File: config.mk
export PLATFORM = sky130hd
export DESIGN_NAME = vx_ifetch_rsp_queue
export DESIGN_NICKNAME = d
export VERILOG_FILES = /design/src/rtl/vx_ifetch_rsp_queue.sv
export SDC_FILE = /design/constraint.sdc
export NUM_CORES = 1
export LEC_CHECK = 0
export CAP_MARGIN = 0
export CELL_PAD_IN_SITES_DETAIL_PLACEMENT = 1
export CELL_PAD_IN_SITES_GLOBAL_PLACEMENT = 2
export CORE_ASPECT_RATIO = 1.75
export CORE_MARGIN = 2
export CORE_UTILIZATION = 46
export CTS_CLUSTER_SIZE = 28
export DETAILED_ROUTE_END_ITERATION = 16
export PLACE_DENSITY = 0.92
export SLEW_MARGIN = 20
export SYNTH_ARGS = -nofsm -noshare
export SYNTH_HDL_FRONTEND = slang
export SYNTH_SLANG_ARGS = --single-unit
File: constraint.sdc
create_clock -name clk -period 6.5 [get_ports clk]
set_clock_uncertainty 0.1 [all_clocks]
set_input_delay 0.975 -clock clk [delete_from_list [all_inputs] [get_ports clk]]
set_output_delay 0.975 -clock clk [all_outputs]
set_load 0.03 [all_outputs]
File: src/rtl/vx_ifetch_rsp_queue.sv
// vx_ifetch_rsp_queue
// -------------------
// In-order decoupling FIFO between the icache fetch-response output and the
// decode stage. Each entry carries warp ID, thread mask, PC and instruction
// word. All outputs are driven from registered state. in_ready additionally
// depends on flush and on the reset input. It never depends on out_ready.
//
// Optional feature (macro IFETCH_RSP_QUEUE_PERF_EN):
//   adds perf_stall_cycles, a 64-bit count of cycles in which a response was
//   offered (in_valid) but refused (!in_ready) while out of reset. Only reset
//   clears it; flush does not.
//
// Ports:
//   clk                 core clock, all state updates on the rising edge
//   reset               synchronous, active-low reset
//   flush               discard every entry; any push/pop this cycle is ignored
//   in_valid/in_ready   fetch-response handshake (push side)
//   in_wid, in_tmask, in_PC, in_instr   entry fields to enqueue
//   out_valid/out_ready decode handshake (pop side)
//   out_wid, out_tmask, out_PC, out_instr  head entry fields (valid with out_valid)
//   count               number of occupied entries (0..DEPTH)
//   busy                count != 0
//   perf_stall_cycles   refused-offer cycle count (perf build only)
//
// Handshake semantics (both sides): a transfer happens at a rising edge
// exactly when valid && ready are both high in the preceding cycle. A source
// holds valid and its payload stable until the transfer. During a flush cycle
// neither side transfers. out_valid may still be high, but decode must treat
// that handshake as void.
module vx_ifetch_rsp_queue #(
  parameter int NUM_WARPS   = 4,
  parameter int NUM_THREADS = 4,
  parameter int DEPTH       = 4,
  parameter int NW_BITS     = (NUM_WARPS > 1) ? $clog2(NUM_WARPS) : 1,
  localparam int PTR_W      = $clog2(DEPTH)
) (
  input  logic                   clk,
  input  logic                   reset,
  input  logic                   flush,
  input  logic                   in_valid,
  output logic                   in_ready,
  input  logic [NW_BITS-1:0]     in_wid,
  input  logic [NUM_THREADS-1:0] in_tmask,
  input  logic [31:0]            in_PC,
  input  logic [31:0]            in_instr,
  output logic                   out_valid,
  input  logic                   out_ready,
  output logic [NW_BITS-1:0]     out_wid,
  output logic [NUM_THREADS-1:0] out_tmask,
  output logic [31:0]            out_PC,
  output logic [31:0]            out_instr,
  output logic [PTR_W:0]         count,
  output logic                   busy
`ifdef IFETCH_RSP_QUEUE_PERF_EN
  ,
  output logic [63:0]            perf_stall_cycles
`endif
);

  localparam logic [PTR_W:0] FULL_COUNT = (PTR_W + 1)'(DEPTH);

  // Storage is deliberately not reset; count gates validity.
  logic [NW_BITS-1:0]     wid_mem   [DEPTH];
  logic [NUM_THREADS-1:0] tmask_mem [DEPTH];
  logic [31:0]            pc_mem    [DEPTH];
  logic [31:0]            instr_mem [DEPTH];

  logic [PTR_W-1:0] rd_ptr;
  logic [PTR_W-1:0] wr_ptr;
  logic [PTR_W:0]   count_q;

  logic push;
  logic pop;

  // A slot freed by a pop only becomes visible next cycle, because in_ready
  // looks at the registered count and not at out_ready.
  assign in_ready  = reset && (count_q < FULL_COUNT) && !flush;
  assign out_valid = (count_q != '0);
  assign busy      = (count_q != '0);
  assign count     = count_q;

  assign push = in_valid && in_ready;
  assign pop  = out_valid && out_ready && !flush && reset;

  assign out_wid   = wid_mem[rd_ptr];
  assign out_tmask = tmask_mem[rd_ptr];
  assign out_PC    = pc_mem[rd_ptr];
  assign out_instr = instr_mem[rd_ptr];

  always_ff @(posedge clk) begin
    if (push) begin
      wid_mem[wr_ptr]   <= in_wid;
      tmask_mem[wr_ptr] <= in_tmask;
      pc_mem[wr_ptr]    <= in_PC;
      instr_mem[wr_ptr] <= in_instr;
    end
  end

  // Pointers wrap naturally because DEPTH is a power of two.
  always_ff @(posedge clk) begin
    if (!reset || flush) begin
      rd_ptr  <= '0;
      wr_ptr  <= '0;
      count_q <= '0;
    end else begin
      if (push) begin
        wr_ptr <= wr_ptr + PTR_W'(1);
      end
      if (pop) begin
        rd_ptr <= rd_ptr + PTR_W'(1);
      end
      if (push && !pop) begin
        count_q <= count_q + (PTR_W + 1)'(1);
      end else if (pop && !push) begin
        count_q <= count_q - (PTR_W + 1)'(1);
      end
    end
  end

`ifdef IFETCH_RSP_QUEUE_PERF_EN
  logic [63:0] stall_cnt;

  always_ff @(posedge clk) begin
    if (!reset) begin
      stall_cnt <= '0;
    end else if (in_valid && !in_ready) begin
      stall_cnt <= stall_cnt + 64'd1;
    end
  end

  assign perf_stall_cycles = stall_cnt;
`endif

endmodule

Word-level counts from Yosys, hierarchy flattened:

Memory sizes are Yosys's and may differ from the RTL's. A register that Yosys moved wholly into a read port is not among the register bits.
Index checks and enable logic that the tools add are counted.

* bits in registers: 7
* RAM bits: 280
* input bits: 75
* output and inout port bits: 76
* logic and storage cells: 39
* memories kept: 4

Memory list
* instr_mem: words 4, width 32, read ports 1, clocked after memory_dff 1, write ports 1, RTL line 66 `logic [31:0] instr_mem [DEPTH];`
* pc_mem: words 4, width 32, read ports 1, clocked after memory_dff 1, write ports 1, RTL line 65 `logic [31:0] pc_mem [DEPTH];`
* tmask_mem: words 4, width 4, read ports 1, clocked after memory_dff 1, write ports 1, RTL line 64 `logic [NUM_THREADS-1:0] tmask_mem [DEPTH];`
* wid_mem: words 4, width 2, read ports 1, clocked after memory_dff 1, write ports 1, RTL line 63 `logic [NW_BITS-1:0] wid_mem [DEPTH];`

* add/subtract/negate cells: 4
* $lt $le $gt $ge: 1
* muxes and demuxes: 12
* reductions and logical operators: 15

Operators by type and width (count)
* $mux W2: 8
* $logic_and A1 B1 Y1: 8
* $mux W3: 2
* $add A2 B1 Y2 const B: 2
* $logic_not A1 Y1: 4
* $add A3 B1 Y3 const B: 1
* $lt A3 B3 Y1 const B: 1
* $reduce_bool A3 Y1: 1
* $sub A3 B1 Y3 const B: 1
* $mux W1: 2
* $reduce_bool A2 Y1: 1
* $logic_or A1 B1 Y1: 1

Longest topological paths before layout:

Gate-level depths: netlist of the first run.

* depth after elaboration: 8
* mapped depth: 9
* mapped depth without buffers: 8

Worst setup path before layout of the first run:

No wires, ideal clock.

* path kind: in2reg
* start point: input in_valid
* end point: memory instr_mem[0][0] (enable)
* library setup time: 436 ps
* arrival time: 3064 ps
* required time: 5964 ps
* path slack: 2900 ps
* cell stages on the path: 3
* path buffers: 1
* cells stage by stage: nor4bb_1 -> buf_2 -> and2_1

* word-level cells in the longest chain between the ends: 3

RTL lines
* from (decl): RTL line 40 `input logic in_valid,`
* $logic_and A1 B1 Y1: RTL line 82 `assign push = in_valid && in_ready;`
* via push: RTL line 72 `logic push;`
* $mux W1: RTL line 91 `if (push) begin`
* $mux W1 (not written as such): RTL line 95 `instr_mem[wr_ptr] <= in_instr;`
* to (decl): RTL line 66

The timed path passes the listed nets, and every way through them passes these cells.

==> results of run 1 <==
-- cell families after synthesis --
logic type,share of synthesized area [%]
AOI/OAI and AO/OA,0.3173
buffers and inverters,2.046
and+or+nand+nor,0.8465
xor gates and xnor gates,0.4115
muxes,14.91
adders and majority gates,0.7759
DFF,80.70
-- registers in the layout, indices dropped and copies added, names as in the netlist, named ones only --
register and cells:
wr_ptr 2, count 3, wid_mem 8, tmask_mem 16
instr_mem 128, pc_mem 128, rd_ptr 2
-- through the flow --
step                worst slack [ns]  util [%]  std cells  instance area, µm²
detailed placement             2.319     54.25        847               12340
CTS                            1.965     57.55        890               13090
finish                         2.314     57.70        891               13120
floorplan                      2.900         -        415               10640
global route                   2.116     57.70        891               13120
global placement               2.543     54.25        847               12340
-- critical path: cells and delay by family (launching register included) --
kind / cells / cell delay, ns
muxes: 1 / 0.63
buffers and inverters: 3 / 1.39
DFF: 1 / 0.54
-- cell usage in the layout, fill, tap and decap left out --
cell / synthesis / routed
edfxtp_1: 280 / 280
clkdlybuf4s50_1: 0 / 150
mux4_2: 70 / 70
clkbuf_16: 0 / 25
clkbuf_1: 1 / 8
nor2_1: 7 / 7
dfxtp_1: 9 / 7
ha_1: 5 / 5
and2_4: 0 / 4
xor2_1: 4 / 4
clkinv_1: 0 / 4
clkinv_2: 0 / 4
inv_1: 3 / 3
o31ai_1: 2 / 2
or3_1: 2 / 2
dfxtp_4: 0 / 2
bufinv_16: 0 / 2
nor4bb_2: 0 / 1
nand2b_1: 1 / 1
or2_2: 1 / 1
xnor2_1: 1 / 1
mux2i_1: 1 / 1
o311ai_0: 1 / 1
nand2_1: 1 / 1
o21ai_0: 1 / 1
a21oi_1: 1 / 1
fa_1: 1 / 1
buf_4: 1 / 1
buf_16: 0 / 1
-- report_power, final --
part | switching (W) | leakage [nW] | total (W) | internal, W
registers | 0.00000661 | 2.60 | 0.00207 | 0.00206
logic | 0.0000969 | 1.08 | 0.000190 | 0.0000930
clock network | 0.000600 | 0.368 | 0.00138 | 0.000784
-- synth_stat cells, drive strengths merged --
| cell type | number | area [µm²] |
|---|---|---|
| edfxtp | 280 | 8408 |
| mux4 | 70 | 1577 |
| buf | 18 | 202.7 |
| dfxtp | 9 | 180.2 |
| nor2 | 7 | 26.28 |
| ha | 5 | 62.56 |
| and2 | 4 | 25.02 |
| xor2 | 4 | 35.03 |
| inv | 3 | 11.26 |
| o31ai | 2 | 15.01 |
| or3 | 2 | 12.51 |
| a21oi | 1 | 5.000 |
| clkbuf | 1 | 3.750 |
| fa | 1 | 20.02 |
| mux2i | 1 | 10.01 |
| nand2 | 1 | 3.750 |
| nand2b | 1 | 6.260 |
| nor4bb | 1 | 10.01 |
| o21ai | 1 | 5.000 |
| o311ai | 1 | 8.760 |
| or2 | 1 | 6.260 |
| xnor2 | 1 | 8.760 |
-- how the worst max path moves through the flow --
stage / startpoint / end / cells past startpoint
CTS: register / out_PC[12] / 3
global route: register / out_PC[13] / 4
global placement: register / out_PC[12] / 3
detailed placement: in_valid / count[2] / 8
finish: register / out_PC[13] / 4
floorplan: in_valid / instr_mem[0][0] / 3
-- metal layers --
metal / vias to the layer above / global-route usage [%] / part of all wire [%]
li1: 2074 / - / -
met1: 2473 / 20.94 / 36
met2: 134 / 32.88 / 57
met3: 40 / 2.661 / 4.3
met4: 0 / 6.590 / 3.2
met5: - / 0 / 0
-- final cells by class --
cell class                 count  area, µm²
inverter                       3      11.26
fill                        1915       9620
multi-input combinational    104       1853
timing repair buffer         152       1536
clock buffer                  33      655.6
tap                          300      375.4
clock inverter                10      95.09
sequential                   289       8596
==> flow_metrics.tcl, run 1 <==
set metrics [dict create \
    synth.avg_cell_area_um2 25.65 \
    synth_area_um2 10640 \
    cts_root_buf "clkbuf_16" \
    grtUsageTotal_pct 17.79 \
    io_pins 151 \
    initial_core_util_pct 46.80 \
    cpMaxStageDelayCell "mux4_2" \
    synth_cell_types 26 \
    outcome "finished clean" \
    cts_sinks 289 \
    grt_overflow 0 \
    fin_nets 655 \
    path_max_fanout 36 \
    die-height_um 205.2 \
    tns_ns 0 \
    core_area_um2 22740 \
    cp.required_ns 5.42 \
    hold_path_class "register to register" \
    cts_buffer_depth 3 \
    start_kind "register" \
    die_x_um 119.0 \
    dieArea_um2 24420 \
    grt_antenna_before_repair 0 \
    cp-end-kind "output pin" \
    first_iter_violations 244 \
    synth_cells 415 \
    gp_congestion 0.7106 \
    clk_latency_ns 0.51 \
    synth_warnings 0 \
    drv_slew 0 \
    rows 73 \
    min_to "rd_ptr[1]" \
    synth-seq-area-share_pct 80.70 \
    tightest_slew_ns 1.076 \
    ant_nets 0 \
    vias_per_cell 5.299 \
    drc 0 \
    diodes 0 \
    r2r-end "count[2]" \
    grt_pass1_wl_mm 32.49 \
    via_count 4721 \
    hp-start "rd_ptr[1]" \
    first_global_vias 5280 \
    final_hold_viol_count 0 \
    finalPower_w 0.003640 \
    period_needed_ns 4.186 \
    numCtsBuffers 24 \
    ctsHtreeMaxLevel 1 \
    clkTransAtPathRegs_ns 0.06 \
    slew_headroom_pct 28.30 \
    ctsHoldBuffers 0 \
    reg2reg_slack_ns 3.72 \
    setup_viol 0 \
    critPathKind "register to output pin" \
    ys_seq_elements 289 \
    holdWs_ns 0.4337 \
    reg2regPathDepth 7 \
    grt_max_degree 71 \
    syn_nets 496 \
    fin_crit_sh_pct 64.40 \
    p_leak_nw 4.048 \
    path_cells "buf_16, buf_4, mux4_2, clkdlybuf4s50_1" \
    drv_cap 0 \
    peakVddDrop_v 0.0002594 \
    post_cts_buffers 0 \
    p_per_area_nw_per_um2 277.3 \
    portBuffers 150 \
    clock.fmax_mhz 238.9 \
    drive_gt1_share_pct 18.78 \
    drt_wl_total_mm 21.37 \
    slowest_delay_ns 0.63 \
    first_pass_iters 4 \
    cts_resized 0 \
    cts_tree "yes" \
    hpwl_mm 13.21 \
    grt_setup_unrepaired "false" \
    cp.arrival_ns 3.11 \
    wl_per_cell_um 23.98 \
    areaGrowthSynthToFinish_pct 23.30 \
    worstHoldPathCells 2 \
    rr_startpoint "count[2]" \
]
Note: power is estimated with default switching activity, not from simulation.
==> inputs of run 2 (changes only) <==
--- a/config.mk
+++ b/config.mk
@@ -10,10 +10,10 @@
 export CELL_PAD_IN_SITES_GLOBAL_PLACEMENT = 2
 export CORE_ASPECT_RATIO = 1.75
 export CORE_MARGIN = 2
-export CORE_UTILIZATION = 46
+export CORE_UTILIZATION = 43
 export CTS_CLUSTER_SIZE = 28
 export DETAILED_ROUTE_END_ITERATION = 16
-export PLACE_DENSITY = 0.92
+export PLACE_DENSITY = 0.88
 export SLEW_MARGIN = 20
 export SYNTH_ARGS = -nofsm -noshare
 export SYNTH_HDL_FRONTEND = slang
==> constraint.sdc (replaced) <==
create_clock -name clk -period 4 [get_ports clk]
set_clock_uncertainty 0.1 [all_clocks]
set_input_delay 0.6 -clock clk [delete_from_list [all_inputs] [get_ports clk]]
set_output_delay 0.6 -clock clk [all_outputs]
set_load 0.03 [all_outputs]
==> flow_metrics.tcl, run 2 (same netlist as run 1, synthesis figures left out) <==
set metrics [dict create \
    outcome "finished clean" \
    p_leak_nw 4.090 \
    io_pins 151 \
    wl_per_cell_um 22.95 \
    grtUsageTotal_pct 16.60 \
    path_cells "buf_4, mux4_2, clkdlybuf4s50_1" \
    cts_sinks 289 \
    finalNonFillerCells 912 \
    start_kind "register" \
    post-place-ws_ns 0.8890 \
    grt_setup_unrepaired "false" \
    reg2reg_slack_ns 1.54 \
    placedCellCount 868 \
    gp_congestion 0.7660 \
    r2r-end "count[2]" \
    final_hold_viol_count 0 \
    cts_root_buf "clkbuf_16" \
    grt_antenna_before_repair 1 \
    areaGrowthSynthToFinish_pct 24.43 \
    setup_viol 0 \
    fin_nets 663 \
    drv_cap 0 \
    reg.largest.list "instr_mem x128, pc_mem x128, tmask_mem x16" \
    initial_core_util_pct 43.55 \
    layout_common_cells "edfxtp_1, clkdlybuf4s50_1, mux4_2" \
    gr-usage-met2_pct 29.83 \
    drv_slew 0 \
    critical_path.endpoint "out_PC[7]" \
    drc 0 \
    drive_gt1_share_pct 20.53 \
    first_iter_violations 319 \
    fin_crit_sh_pct 86.58 \
    busiest_layer "met2" \
    first_global_vias 5506 \
    ctsHoldBuffers 0 \
    portBuffers 150 \
    tightest_slew_ns 0.6461 \
    reg2regPathDepth 8 \
    post_cts_buffers 0 \
    rr_startpoint "count[2]" \
    dieArea_um2 26070 \
    first_pass_iters 4 \
    cts_resized 0 \
    cpMaxStageDelayCell "dfxtp_4" \
    period_needed_ns 3.463 \
    hpwl_mm 13.11 \
    hold_path_class "register to register" \
    slowest_delay_ns 0.66 \
    grt_max_degree 42 \
    clkTransAtPathRegs_ns 0.07 \
    hp-start "rd_ptr[0]" \
    cp.arrival_ns 2.76 \
    slew_headroom_pct 56.93 \
    grt_pass1_wl_mm 32.08 \
    cp-end-kind "output pin" \
    peakVddDrop_v 0.0003430 \
    vias_per_cell 5.206 \
    rows 76 \
    cts_buffer_depth 3 \
    grt_use_met3_pct 2.602 \
    critPathKind "register to output pin" \
    path_max_fanout 23 \
    cp.required_ns 3.30 \
    tns_ns 0 \
    layout_commonest_cell "edfxtp_1" \
    clock.fmax_mhz 288.8 \
    finish.utilization_pct 54.19 \
    clk_latency_ns 0.51 \
    ant_nets 0 \
    cts_tree "yes" \
    via_count 4748 \
    setup_ws_ns 0.5369 \
    p_per_area_nw_per_um2 445.0 \
    die_x_um 122.9 \
    drt_wl_total_mm 20.93 \
    grt.met1_usage_pct 19.94 \
    die-height_um 212.1 \
    ctsHtreeMaxLevel 1 \
    grt_overflow 0 \
    core_area_um2 24440 \
    numCtsBuffers 24 \
]
==> run 2: report_power, final <==
group          switching [W]  leakage (nW)  internal (W)
clock                0.00102         0.359       0.00121
sequential         0.0000109          2.60       0.00334
combinational       0.000153          1.13      0.000153
==> run 2: worst min-delay path by stage <==
stage | cells after the start | slack (ns) | to
after CTS | 2 | 0.47 | register
after global routing | 2 | 0.50 | register
after global placement | 2 | 0.41 | register
final | 2 | 0.46 | register
after floorplan | 2 | 0.38 | register
after detailed placement | 2 | 0.45 | register
==> run 2: area by class of cell <==
cell class	count	area (µm²)
Antenna cell	1	2.502
Clock buffer	26	629.4
Clock inverter	17	127.6
Fill cell	2060	11200
Inverter	3	11.26
Multi-Input combinational cell	104	1847
Sequential cell	289	8596
Tap cell	312	390.4
Timing Repair Buffer	160	1639
==> run 2: worst max-delay path, delay by kind of cell, from the launching register on <==
kind	cells	cell delay (ns)
buf+inv	2	1.01
flops	1	0.66
mux	1	0.56
==> run 2: metrics by stage <==
stage	power, W	hold slack (ns)	cell area, µm²
6_report	0.005894	0.4572	13240
5_1_grt	0.006053	0.4980	13240
4_1_cts	0.005962	0.4701	13240
3_5_place_dp	0.003730	0.4492	12480
3_3_place_gp	0.003715	0.4108	12480
2_1_floorplan	0.003555	0.3847	10640
==> run 2: layer usage <==
layer	vias to the layer above	share of wire, %
met5	-	0
met4	0	3.0
met3	35	4.5
met2	126	55
met1	2493	37
li1	2094	-
